===== src/rtl/mem_access_seq.sv =====
// rtl/mem_access_seq.sv - load/store sequencer between datapath and external data memory
// Optional WAIT timeout counter: define MEM_ACCESS_SEQ_TIMEOUT_EN.
module mem_access_seq #(
    parameter int          TIMEOUT    = 15,
    parameter logic [31:0] FAULT_DATA = 32'hDEADBEEF
) (
    input  logic        clk,
    input  logic        rst,
    input  logic        memread,
    input  logic        memwrite,
    input  logic [31:0] addr,
    input  logic [31:0] wdata,
    output logic [31:0] rdata,
    output logic        stall,
    output logic        err,
    output logic        mem_req,
    output logic        mem_we,
    output logic [31:0] mem_addr,
    output logic [31:0] mem_wdata,
    input  logic [31:0] mem_rdata,
    input  logic        mem_ack
);

    typedef enum logic [1:0] {
        IDLE = 2'd0,
        WAIT = 2'd1,
        DONE = 2'd2
    } state_t;

    state_t state;

`ifdef MEM_ACCESS_SEQ_TIMEOUT_EN
    logic [7:0] wait_cnt;
    localparam logic [7:0] LAST_WAIT = 8'(TIMEOUT - 1);
`else
    logic unused_cfg;
    assign unused_cfg = ^{FAULT_DATA, 8'(TIMEOUT)};
    assign err        = 1'b0;
`endif

    always_ff @(posedge clk or negedge rst) begin
        if (!rst) begin
            state     <= IDLE;
            mem_req   <= 1'b0;
            mem_we    <= 1'b0;
            mem_addr  <= 32'h0;
            mem_wdata <= 32'h0;
            rdata     <= 32'h0;
`ifdef MEM_ACCESS_SEQ_TIMEOUT_EN
            err       <= 1'b0;
            wait_cnt  <= 8'h0;
`endif
        end else begin
            case (state)
                IDLE: begin
                    if (memread || memwrite) begin
                        // a simultaneous read+write request is treated as a store
                        state     <= WAIT;
                        mem_req   <= 1'b1;
                        mem_we    <= memwrite;
                        mem_addr  <= addr;
                        mem_wdata <= wdata;
`ifdef MEM_ACCESS_SEQ_TIMEOUT_EN
                        wait_cnt  <= 8'h0;
`endif
                    end
                end
                WAIT: begin
                    if (mem_ack) begin
                        mem_req <= 1'b0;
                        if (!mem_we) begin
                            rdata <= mem_rdata;
                        end
                        state <= DONE;
                    end
`ifdef MEM_ACCESS_SEQ_TIMEOUT_EN
                    else if (wait_cnt == LAST_WAIT) begin
                        mem_req <= 1'b0;
                        if (!mem_we) begin
                            rdata <= FAULT_DATA;
                        end
                        err   <= 1'b1;
                        state <= DONE;
                    end else begin
                        wait_cnt <= wait_cnt + 8'h1;
                    end
`endif
                end
                // request lines still belong to the retiring instruction here
                DONE: state <= IDLE;
                default: state <= IDLE;
            endcase
        end
    end

    assign stall = (state == WAIT) || ((state == IDLE) && (memread || memwrite));

endmodule


===== config.mk =====
export PLATFORM = sky130hd
export DESIGN_NAME = mem_access_seq
export DESIGN_NICKNAME = d
export VERILOG_FILES = /design/src/rtl/mem_access_seq.sv
export SDC_FILE = /design/constraint.sdc
export NUM_CORES = 1
export LEC_CHECK = 0
export BUFFER_PORTS_ARGS = -buffer_cell sky130_fd_sc_hd__buf_2
export CELL_PAD_IN_SITES_DETAIL_PLACEMENT = 2
export CELL_PAD_IN_SITES_GLOBAL_PLACEMENT = 2
export CORE_MARGIN = 4
export CORE_UTILIZATION = 29
export DETAILED_ROUTE_END_ITERATION = 6
export PLACE_DENSITY = 0.83
export SETUP_SLACK_MARGIN = 0.1
export SYNTH_ARGS = -nofsm -noshare
export SYNTH_HDL_FRONTEND = slang
export SYNTH_SLANG_ARGS = --single-unit
export TNS_END_PERCENT = 10

===== constraint.sdc =====
create_clock -name clk -period 1.7 [get_ports clk]
set_input_delay 0.34 -clock clk [delete_from_list [all_inputs] [get_ports clk]]
set_output_delay 0.34 -clock clk [all_outputs]
set_load 0.005 [all_outputs]

## After elaboration in Yosys (flattened, before gate mapping)

Cells that the tools add are included.

- Bits in registers: 100
- Word-level logic and storage cells: 25

- Equal/unequal tests: 3
- Multiplexer cells: 6
- Bitwise logic cells: 1
- Reduce and logical (&&, ||, !) cells: 9

Operators by type and width:

| operator | count |
|---|---|
| $reduce_and 3->1 | 2 |
| $mux 2 | 2 |
| $pmux 2 s2 | 1 |
| $reduce_and 2->1 | 2 |
| $eq 2x1->1 const B | 1 |
| $logic_not 2->1 | 1 |
| $logic_or 1x1->1 | 2 |
| $mux 1 | 2 |
| $ne 2x1->1 const B | 1 |
| $ne 2x2->1 const B | 1 |
| $pmux 1 s2 | 1 |
| $reduce_bool 2->1 | 1 |
| $logic_and 1x1->1 | 1 |
| $not 1->1 | 1 |

## Depth between registers and ports, before layout

Gate-level depths: netlist (run 1).

- Depth after elaboration: 3
- Mapped depth: 5
- Mapped depth without buffers: 3

## Worst setup path before layout (run 1)

OpenSTA, ideal clock, no wires.

- Path kind: reg-to-reg
- From: register state[1]
- To: register mem_addr[0]
- Data arrival time: 1.334 ns
- Setup slack: 0.241 ns
- Cell stages (with the launch flop): 6
- Path buffers: 2
- Cells stage by stage: dfrtp_1 nor2_1 o21a_1 buf_4 buf_6 mux2_2

- Longest elaborated chain between the ends: 2

Ends and longest elaborated chain:

| item | line | RTL |
|---|---|---|
| start: declaration | 30 | `state_t state;` |
| start signal: assignment | 43 | `state <= IDLE;` |
| start signal: assignment | 58 | `state <= WAIT;` |
| start signal: assignment | 74 | `state <= DONE;` |
| $logic_not 2->1 | 54 | `case (state)` |
| $reduce_and 2->1 (no line) | - |  |
| end signal: assignment | 61 | `mem_addr <= addr;` |
| end: declaration | 18 | `output logic [31:0] mem_addr,` |

Every way passes these cells.
A chain may end at the register's enable or synchronous reset.

## Final worst setup path (run 1)

- From: register state[1]
- To: register rdata[11]

- Longest elaborated chain between the ends: 2

Ends and longest elaborated chain:

| item | line | RTL |
|---|---|---|
| $eq 2x1->1 | 54 |  |
| $reduce_and 3->1 (no line) | - |  |
| end signal: assignment | 72 | `rdata <= mem_rdata;` |
| end: declaration | 13 | `output logic [31:0] rdata,` |

Every way passes these cells.

==> out/metrics.sh, run 1 <==
FIN_CRIT_SH_PCT=93.3
SYNTH.NET_COUNT=322
SYNTH_TOP_FAMILY_BY_AREA='multiplexers'
GRT_UTIL_ALL_LAYERS_PCT=13.8
FINAL_ANTENNA_NET_COUNT=0
SYN2LAYOUT_AREA_GROWTH_PCT=40.0
YS_SEQ_ELEMENTS=100
UNREPAIRED_SETUP_ENDPOINTS_AFTER_GLOBAL_ROUTING='yes'
SYNTH.TOP_CELLS.BY_AREA='dfrtp_1 64%, mux2_2 19%, mux2_4 11%'
CTS_HTREE_LEVELS=3
AVGVIACOUNTPERCELL=4.32
ANTENNA_FOUND_INITIAL=0
FMAX_MHz=630
CRIT_CHAIN='and3b_1 -> nor2b_4 -> buf_12 -> mux2_2'
ANTENNA_CELLS_INSERTED=0
NUMPORTBUFFERS=199
POST-DP-HPWL_UM=7730
TRANSITION_AT_THE_PIN_WITH_THE_SMALLEST_MAX_TRANSITION_SLACK_NS=0.544
ROUTABILITYCONGESTION=0.750
CRIT_FAMILY='simple AND/OR/NAND/NOR gates'
ROUTE.FINAL.WIRE_LENGTH_UM=10700
CTS_TREE='yes'
UTILIZATION_PCT=41.6
ROWS=42
WORSTSETUPSTARTPOINTTYPE='register'
DIE-AREA_UM2=15500
COREAREA_UM2=13200
CLOCKBUFFERDEPTH=2
ARRIVAL_WORST_ENDPOINT_NS=1.81
YS_TYPES=19
WORST_CASE_HEADROOM_TO_THE_MAX_SLEW_LIMIT_PCT=63.7
WORSTPATHBUFFERINVERTERCOUNT=1
SEQCELLAREA_UM2=2500
NUMBER_OF_NETS_AT_THE_END_OF_THE_FLOW=530
LEFTOVER_OVERFLOW_AT_THE_END_OF_GLOBAL_ROUTING=0
ROUTE.DETAILED.WL_PER_INST_UM=17.6
SYNTH-ADDER-AREA-SHARE_PCT=0
CRIT_FANOUT=16
CELLLEAKAGEPOWER_uW=0.00269
GRT_START_MAX_NET_PINS=101
HOLD_FIX_BUFFERS_CTS=0
LAYOUT_COMMONEST_CELL='buf_2'
TOTALNEGATIVESETUPSLACK_NS=0
CRIT_CELLS=4
SYNTHCELLS=221
OUTCOME='completed'
DRCVIOLATIONCOUNT=0
FILLERS=1369
VIA_COUNT=2636
FIRST_ITER_VIOLATIONS=80
SYNTH-SIMPLE-AREA-SHARE_PCT=1.30
IOPINCOUNT=201
MULTI_INPUT_COMB_AREA_UM2=1290
FIRST_GLOBAL_VIAS=3107
PROPORTION_OF_SYNTHESIZED_AREA_IN_MUX_CELLS_PCT=30.4
CRIT_PATH_REQUIRED_TIME_NS=1.93
CAP_VIOL_MAX_COUNT=0
TIMING.CLOCK.SKEW_NS=0.00784
FLOORPLAN.INITIALDENSITY_PCT=29.7
TIMING_MAX_TRANSITION_VIOLATIONS_FINAL=0
YOSYS_TOP_CELL_BY_AREA='dfrtp_1'
SYNTH_COMPOUND_AREA_SHARE_PCT=0.827
CRITICAL_PATH.SLOWEST_CELL='dfrtp_1'
GRT_FIRST_PASS_WIRELENGTH_UM=17100
RR_WORST_DEPTH=4
POST-LAYOUT-TOTAL-POWER_uW=9940
WORST_SKEW_PAIR.LATE_LATENCY_NS=0.34
DETAILEDROUTE.FIRSTPASSITERATIONCOUNT=4
POWER_DENSITY_nW_PER_UM2=1810
CLOCK_ROOT_BUFFER='clkbuf_16'
TIMING.FINAL.SETUP_VIOLATIONS=0
PATH_CLK_SLEW_NS=0.07
TIMING.FINAL.HOLD_VIOLATIONS=0
CLKSINKCOUNT=100
SEQ_AREA_FRAC_SYNTH_PCT=63.7
POSTSYNTHAREAPERCELL_UM2=17.8
CTS_BUFFERS=9
CRIT_PATH_MAX_INCR_DELAY_NS=0.43
SYNTH-XOR-AREA-SHARE_PCT=0
DIE_HEIGHT_UM=124
ENDPOINT_KIND='register'
FINALCRITICALPERIOD_NS=1.59
SYNTHDOMINANTCELLAREASHARE_PCT=63.7
HP-CLASS='input pin to async pin'
NETLIST_AREA_UM2=3930
YOSYS_WARNINGS=0
PEAKVDDDROP_V=0.000723
CRIT_TYPE='register to register'
DIE_W_UM=124
FINAL_CELL_MIX='198 x buf_2, 99 x dfrtp_1, 66 x mux2_2'
POST_ROUTE_CELLS_DRIVE_ABOVE_1_SHARE_PCT=74.7
-- cell usage after synthesis --
library cell / count
a22o_1: 1
nand2_1: 1
mux2_2: 66
a211oi_1: 1
nor3_1: 1
buf_4: 2
buf_2: 1
nand2b_1: 1
a211o_1: 1
dfrtp_1: 100
nor2b_1: 1
o21a_1: 1
nor2b_4: 1
conb_1: 1
nor2_1: 2
and3b_1: 1
mux2_4: 30
buf_6: 6
buf_12: 3
-- where the power goes --
| group | switching [µW] | total, µW | internal, µW |
|---|---|---|---|
| combinational | 1360 | 3660 | 2300 |
| sequential | 638 | 4200 | 3560 |
| clock | 851 | 2070 | 1220 |
| total | 2850 | 9940 | 7080 |
-- layout make-up --
| cell class | instances | share of cell area [%] |
|---|---|---|
| clock inverters | 3 | 0.819 |
| flip-flops and latches | 100 | 45.5 |
| multi-input cells | 109 | 23.4 |
| clock buffers | 13 | 4.73 |
| well taps | 176 | 4.00 |
| repair buffers | 209 | 21.5 |
-- through the flow --
stage / hold slack [ns] / instances / worst slack [ns] / cell area [µm²]
6_report: 0.0514 / 610 / 0.114 / 5500
5_1_grt: 0.0939 / 610 / 0.0313 / 5500
4_1_cts: 0.0853 / 608 / 0.0968 / 5450
3_5_place_dp: 0.452 / 588 / 0.0649 / 5080
3_3_place_gp: 0.445 / 588 / 0.157 / 5080
2_1_floorplan: 0.0444 / 221 / 0.241 / 3930
-- routing by layer --
| metal | part of all wire (%) | routed length, µm | track usage [%] |
|---|---|---|---|
| met1 | 39 | 4170 | 15.9 |
| met2 | 51 | 5410 | 23.3 |
| met3 | 9.3 | 999 | 6.26 |
| met4 | 1.2 | 130 | 3.61 |
| met5 | 0 | 0 | 0 |
-- state kept, by name (all words and copies together) (netlist names) --
| register | count |
|---|---|
| rdata | 32 |
| mem_addr | 32 |
| mem_wdata | 32 |
| mem_we | 1 |
| state | 2 |
| mem_req | 1 |
-- path summary, 6_finish.rpt --
check	startpoint	endpoint	slack, ns
setup / recovery	state[1]$_DFFE_PN0P_	rdata[11]$_DFFE_PN0P_	0.11
hold / removal	rst	mem_addr[0]$_DFFE_PN0P_	0.05
setup reg to reg	state[1]$_DFFE_PN0P_	rdata[11]$_DFFE_PN0P_	0.11
hold reg to reg	mem_wdata[21]$_DFFE_PN0P_	mem_wdata[21]$_DFFE_PN0P_	0.50
max in group asynchronous	rst	state[0]$_DFFE_PN0P_	1.20
min in group clk	mem_rdata[1]	rdata[1]$_DFFE_PN0P_	0.23
-- worst reg2reg max path, cell delays in order (launching register included) --
cell and delay (ns):
dfrtp_1 0.43, and3b_1 0.27, nor2b_4 0.22, buf_12 0.20, mux2_2 0.36
-- logic make-up after synthesis --
group	after synthesis
flops	100
other cells	1
buf+inv	12
mux	96
simple gates	8
compound gates	4
-- what timing repair did --
action                                 4_1_cts  5_1_grt
cloned                                       1        2
endpoints found under the hold margin        0        0
pin swaps                                    1        0
gates resized for setup                      2        1
buffers inserted                             3        0
setup endpoints to repair                   42       97
Note: power is estimated with default switching activity, not from simulation.
==> run 2: changes to the inputs <==
--- a/config.mk
+++ b/config.mk
@@ -9,9 +9,9 @@
 export CELL_PAD_IN_SITES_DETAIL_PLACEMENT = 2
 export CELL_PAD_IN_SITES_GLOBAL_PLACEMENT = 2
 export CORE_MARGIN = 4
-export CORE_UTILIZATION = 29
+export CORE_UTILIZATION = 26
 export DETAILED_ROUTE_END_ITERATION = 6
-export PLACE_DENSITY = 0.83
+export PLACE_DENSITY = 0.79
 export SETUP_SLACK_MARGIN = 0.1
 export SYNTH_ARGS = -nofsm -noshare
 export SYNTH_HDL_FRONTEND = slang
==> constraint.sdc (replaced) <==
create_clock -name clk -period 1.3 [get_ports clk]
set_input_delay 0.26 -clock clk [delete_from_list [all_inputs] [get_ports clk]]
set_output_delay 0.26 -clock clk [all_outputs]
set_load 0.005 [all_outputs]
==> run 2 against run 1 <==
Against the previous run:
- the run now ends with setup timing left
- clock-buffer cell count shrank 1
- global-route usage shrank 0.56 points
- via count grew 2.1%
- clock skew shrank 0.0013 ns
- non-clock buffer count grew 14
- worst hold slack gained 0.10 ns
- first-iteration DRC count shrank 25%
- design area grew 4.8%
==> out/metrics.sh, run 2 (synthesis results as in run 1) <==
CRIT_PATH_REQUIRED_TIME_NS=1.52  # -0.41 ns
POST_ROUTE_CELLS_DRIVE_ABOVE_1_SHARE_PCT=75.0  # +0.35 points
TIMING.FINAL.SETUP_VIOLATIONS=97  # +97
GROUTE.LAYER.MET3.USAGE_PCT=4.19  # -2.1 points
GRT_START_MAX_NET_PINS=52  # -49%
TIMING.CLOCK.SKEW_NS=0.00651  # -0.00133 ns
VIA_COUNT=2691  # +2.1%
WORST_SKEW_PAIR.LATE_LATENCY_NS=0.34  # about the same
ENDPOINT_KIND='register'
NUMPORTBUFFERS=199  # unchanged
PEAKVDDDROP_V=0.000805  # +11%
CAP_VIOL_MAX_COUNT=0  # unchanged
SYN2LAYOUT_AREA_GROWTH_PCT=46.7
ROWS=44  # +4.8%
CTS_TREE='yes'
OUTCOME='finished, violations left'
GLOBALROUTEMET2UTIL_PCT=24.1  # +0.88 points
FIRST_GLOBAL_VIAS=3128  # +0.68%
GRT-BUSIEST-LAYER='met2'
POST-DP-HPWL_UM=8820  # +14%
DIE_HEIGHT_UM=131  # +5.3%
CRIT_PATH_MAX_INCR_DELAY_NS=0.41  # -0.02 ns
DIE-AREA_UM2=17200  # +11%
CRIT_CHAIN='and3b_1 -> nor2b_4 -> buf_6 -> clkbuf_16 -> mux2_4'
LAYOUT_COMMONEST_CELL='buf_2'
CRITICAL_PATH.SLOWEST_CELL='dfrtp_1'
DPL_CELL_AREA_UM2=5250  # +3.3%
CRIT_FANOUT=5  # -11
DIE_W_UM=131  # +5.3%
REG.LARGEST.LIST='mem_addr (32), mem_wdata (32), rdata (32)'
DRCVIOLATIONCOUNT=0  # unchanged
CRIT_TYPE='register to register'
POWER_REPORT.INTERNAL_TOTAL_uW=9700  # +37%
VIOLATIONS_IN_THE_FINAL_REPORTS='setup timing'
CLKSINKCOUNT=100  # unchanged
FLOORPLAN.INITIALDENSITY_PCT=26.7  # -2.9 points
PLACE_WORST_SETUP_SLACK_NS=-0.246  # -0.311 ns
CLOCK_POWER_SHARE_PCT=21.1  # +0.2 points
IOPINCOUNT=201  # unchanged
FMAX_MHz=648  # +2.7%
ANTENNA_FOUND_INITIAL=0  # unchanged
FIRST_ITER_VIOLATIONS=60  # -25%
SEQ_POWER_SHARE_PCT=40.5  # -1.8 points
USE_MET1_PCT=14.3  # -1.6 points
FINAL_CELL_MIX='198 x buf_2, 100 x dfrtp_1, 49 x mux2_4'
REG2REG_SLACK_NS=-0.24  # -0.36 ns
LEFTOVER_OVERFLOW_AT_THE_END_OF_GLOBAL_ROUTING=0  # unchanged
FINALCRITICALPERIOD_NS=1.54  # -0.0424 ns
COREAREA_UM2=14700  # +11%
CELLLEAKAGEPOWER_uW=0.00286  # +6.2%
CTS_BUFFERS=9  # unchanged
ARRIVAL_WORST_ENDPOINT_NS=1.76  # -0.05 ns
GRT_FIRST_PASS_WIRELENGTH_UM=17300  # +1.1%
GRT_UTIL_ALL_LAYERS_PCT=13.2  # -0.56 points
TIMING.FINAL.HOLD_VIOLATIONS=0  # unchanged
FIN_WS_NS=-0.244  # -0.358 ns
POWER.SHARE.SWITCHING_PCT=28.8  # +0.10 points
NUMBER_OF_NETS_AT_THE_END_OF_THE_FLOW=544  # +2.6%
FINAL_AREA_UM2=5770  # +4.8%
CRIT_FAMILY='simple AND/OR/NAND/NOR gates'
CLOCKBUFFERDEPTH=2  # unchanged
SWITCHING_POWER_uW=3930  # +38%
HP-CLASS='input pin to register'
CLOCK_ROOT_BUFFER='clkbuf_16'
DETAILEDROUTE.FIRSTPASSITERATIONCOUNT=3  # -1
WORSTSETUPSTARTPOINTTYPE='register'
ANTENNA_CELLS_INSERTED=0  # unchanged
COMB_POWER_SHARE_PCT=38.4  # +1.5 points
FINAL_ANTENNA_NET_COUNT=0  # unchanged
CTS_HTREE_LEVELS=3  # unchanged
ROUTE.FINAL.WIRE_LENGTH_UM=11500  # +7.3%
POWER_DENSITY_nW_PER_UM2=2360  # +31%
UNREPAIRED_SETUP_ENDPOINTS_AFTER_GLOBAL_ROUTING='yes'
ROUTE.DETAILED.WL_PER_INST_UM=18.2  # +3.5%
WORSTPATHBUFFERINVERTERCOUNT=2  # +1
AVGVIACOUNTPERCELL=4.26  # -1.5%
TOTALNEGATIVESETUPSLACK_NS=-19.30  # -19.30 ns
ROUTABILITYCONGESTION=0.719  # -4.0%
FIN_CRIT_SH_PCT=119  # +25 points
PATH_CLK_SLEW_NS=0.07  # about the same
TIMING_MAX_TRANSITION_VIOLATIONS_FINAL=0  # unchanged
run 2: changes by cell type in the layout (fill, tap and decap cells not counted), sizes merged:
cell | previous run | this run
buf | 206 | 220
bufbuf | 1 | 0
bufinv | 1 | 2
clkbuf | 15 | 14
clkinv | 0 | 1
clkinvlp | 2 | 1
dlygate4sd3 | 0 | 1
run 2: worst paths after layout:
path / from / cells past startpoint / to
max in group asynchronous: rst / 3 / mem_addr[29]$_DFFE_PN0P_
setup reg to reg: state[1]$_DFFE_PN0P_ / 5 / rdata[20]$_DFFE_PN0P_
hold / removal: wdata[10] / 2 / mem_wdata[10]$_DFFE_PN0P_
hold reg to reg: mem_wdata[18]$_DFFE_PN0P_ / 1 / mem_wdata[18]$_DFFE_PN0P_
min in group asynchronous: rst / 3 / rdata[0]$_DFFE_PN0P_
setup / recovery: state[1]$_DFFE_PN0P_ / 5 / rdata[20]$_DFFE_PN0P_
run 2: worst reg2reg max path, stage by stage (launching register included):
cell       delay, ns
dfrtp_1         0.41
and3b_1         0.25
nor2b_4         0.20
buf_6           0.14
clkbuf_16       0.15
mux2_4          0.30
run 2: metrics by stage:
stage	instances	total power [µW]	hold WS (ns)	utilization, %
4_1_cts	628	13800	0.131	38.8
2_1_floorplan	221	8050	-0.0356	-
6_report	632	13600	0.151	39.2
5_1_grt	632	14600	0.133	39.2
3_5_place_dp	607	10600	0.281	35.7
3_3_place_gp	607	10300	0.268	35.7
run 2: cell type report:
cell class / count / area [µm²]
Clock inverter: 4 / 72.6
Tap cell: 184 / 230
Sequential cell: 100 / 2500
Timing Repair Buffer: 223 / 1340
Fill cell: 1481 / 8930
Multi-Input combinational cell: 109 / 1370
Clock buffer: 12 / 246
run 2: power groups by stage:
stage / registers [µW] / logic (µW) / clock network (µW)
2_1_floorplan: 5610 / 2440 / 0
5_1_grt: 5760 / 5660 / 3150
3_3_place_gp: 5430 / 4840 / 0
4_1_cts: 5560 / 5270 / 2980
6_report: 5520 / 5230 / 2880
3_5_place_dp: 5570 / 5050 / 0
run 2: timing repair:
| action | 4_1_cts | 5_1_grt |
|---|---|---|
| hold buffers | 1 | 0 |
| endpoints found under the setup margin | 98 | 99 |
| resized for setup | 15 | 4 |
| pin swaps | 0 | 1 |
| endpoints found under the hold margin | 100 | 0 |
| cloned | 1 | 2 |
| buffers inserted | 3 | 2 |
run 2: routing by layer:
metal	share of wire [%]	vias up
met4	1.6	0
met2	55	98
li1	-	1217
met5	0	-
met1	36	1364
met3	7.0	12
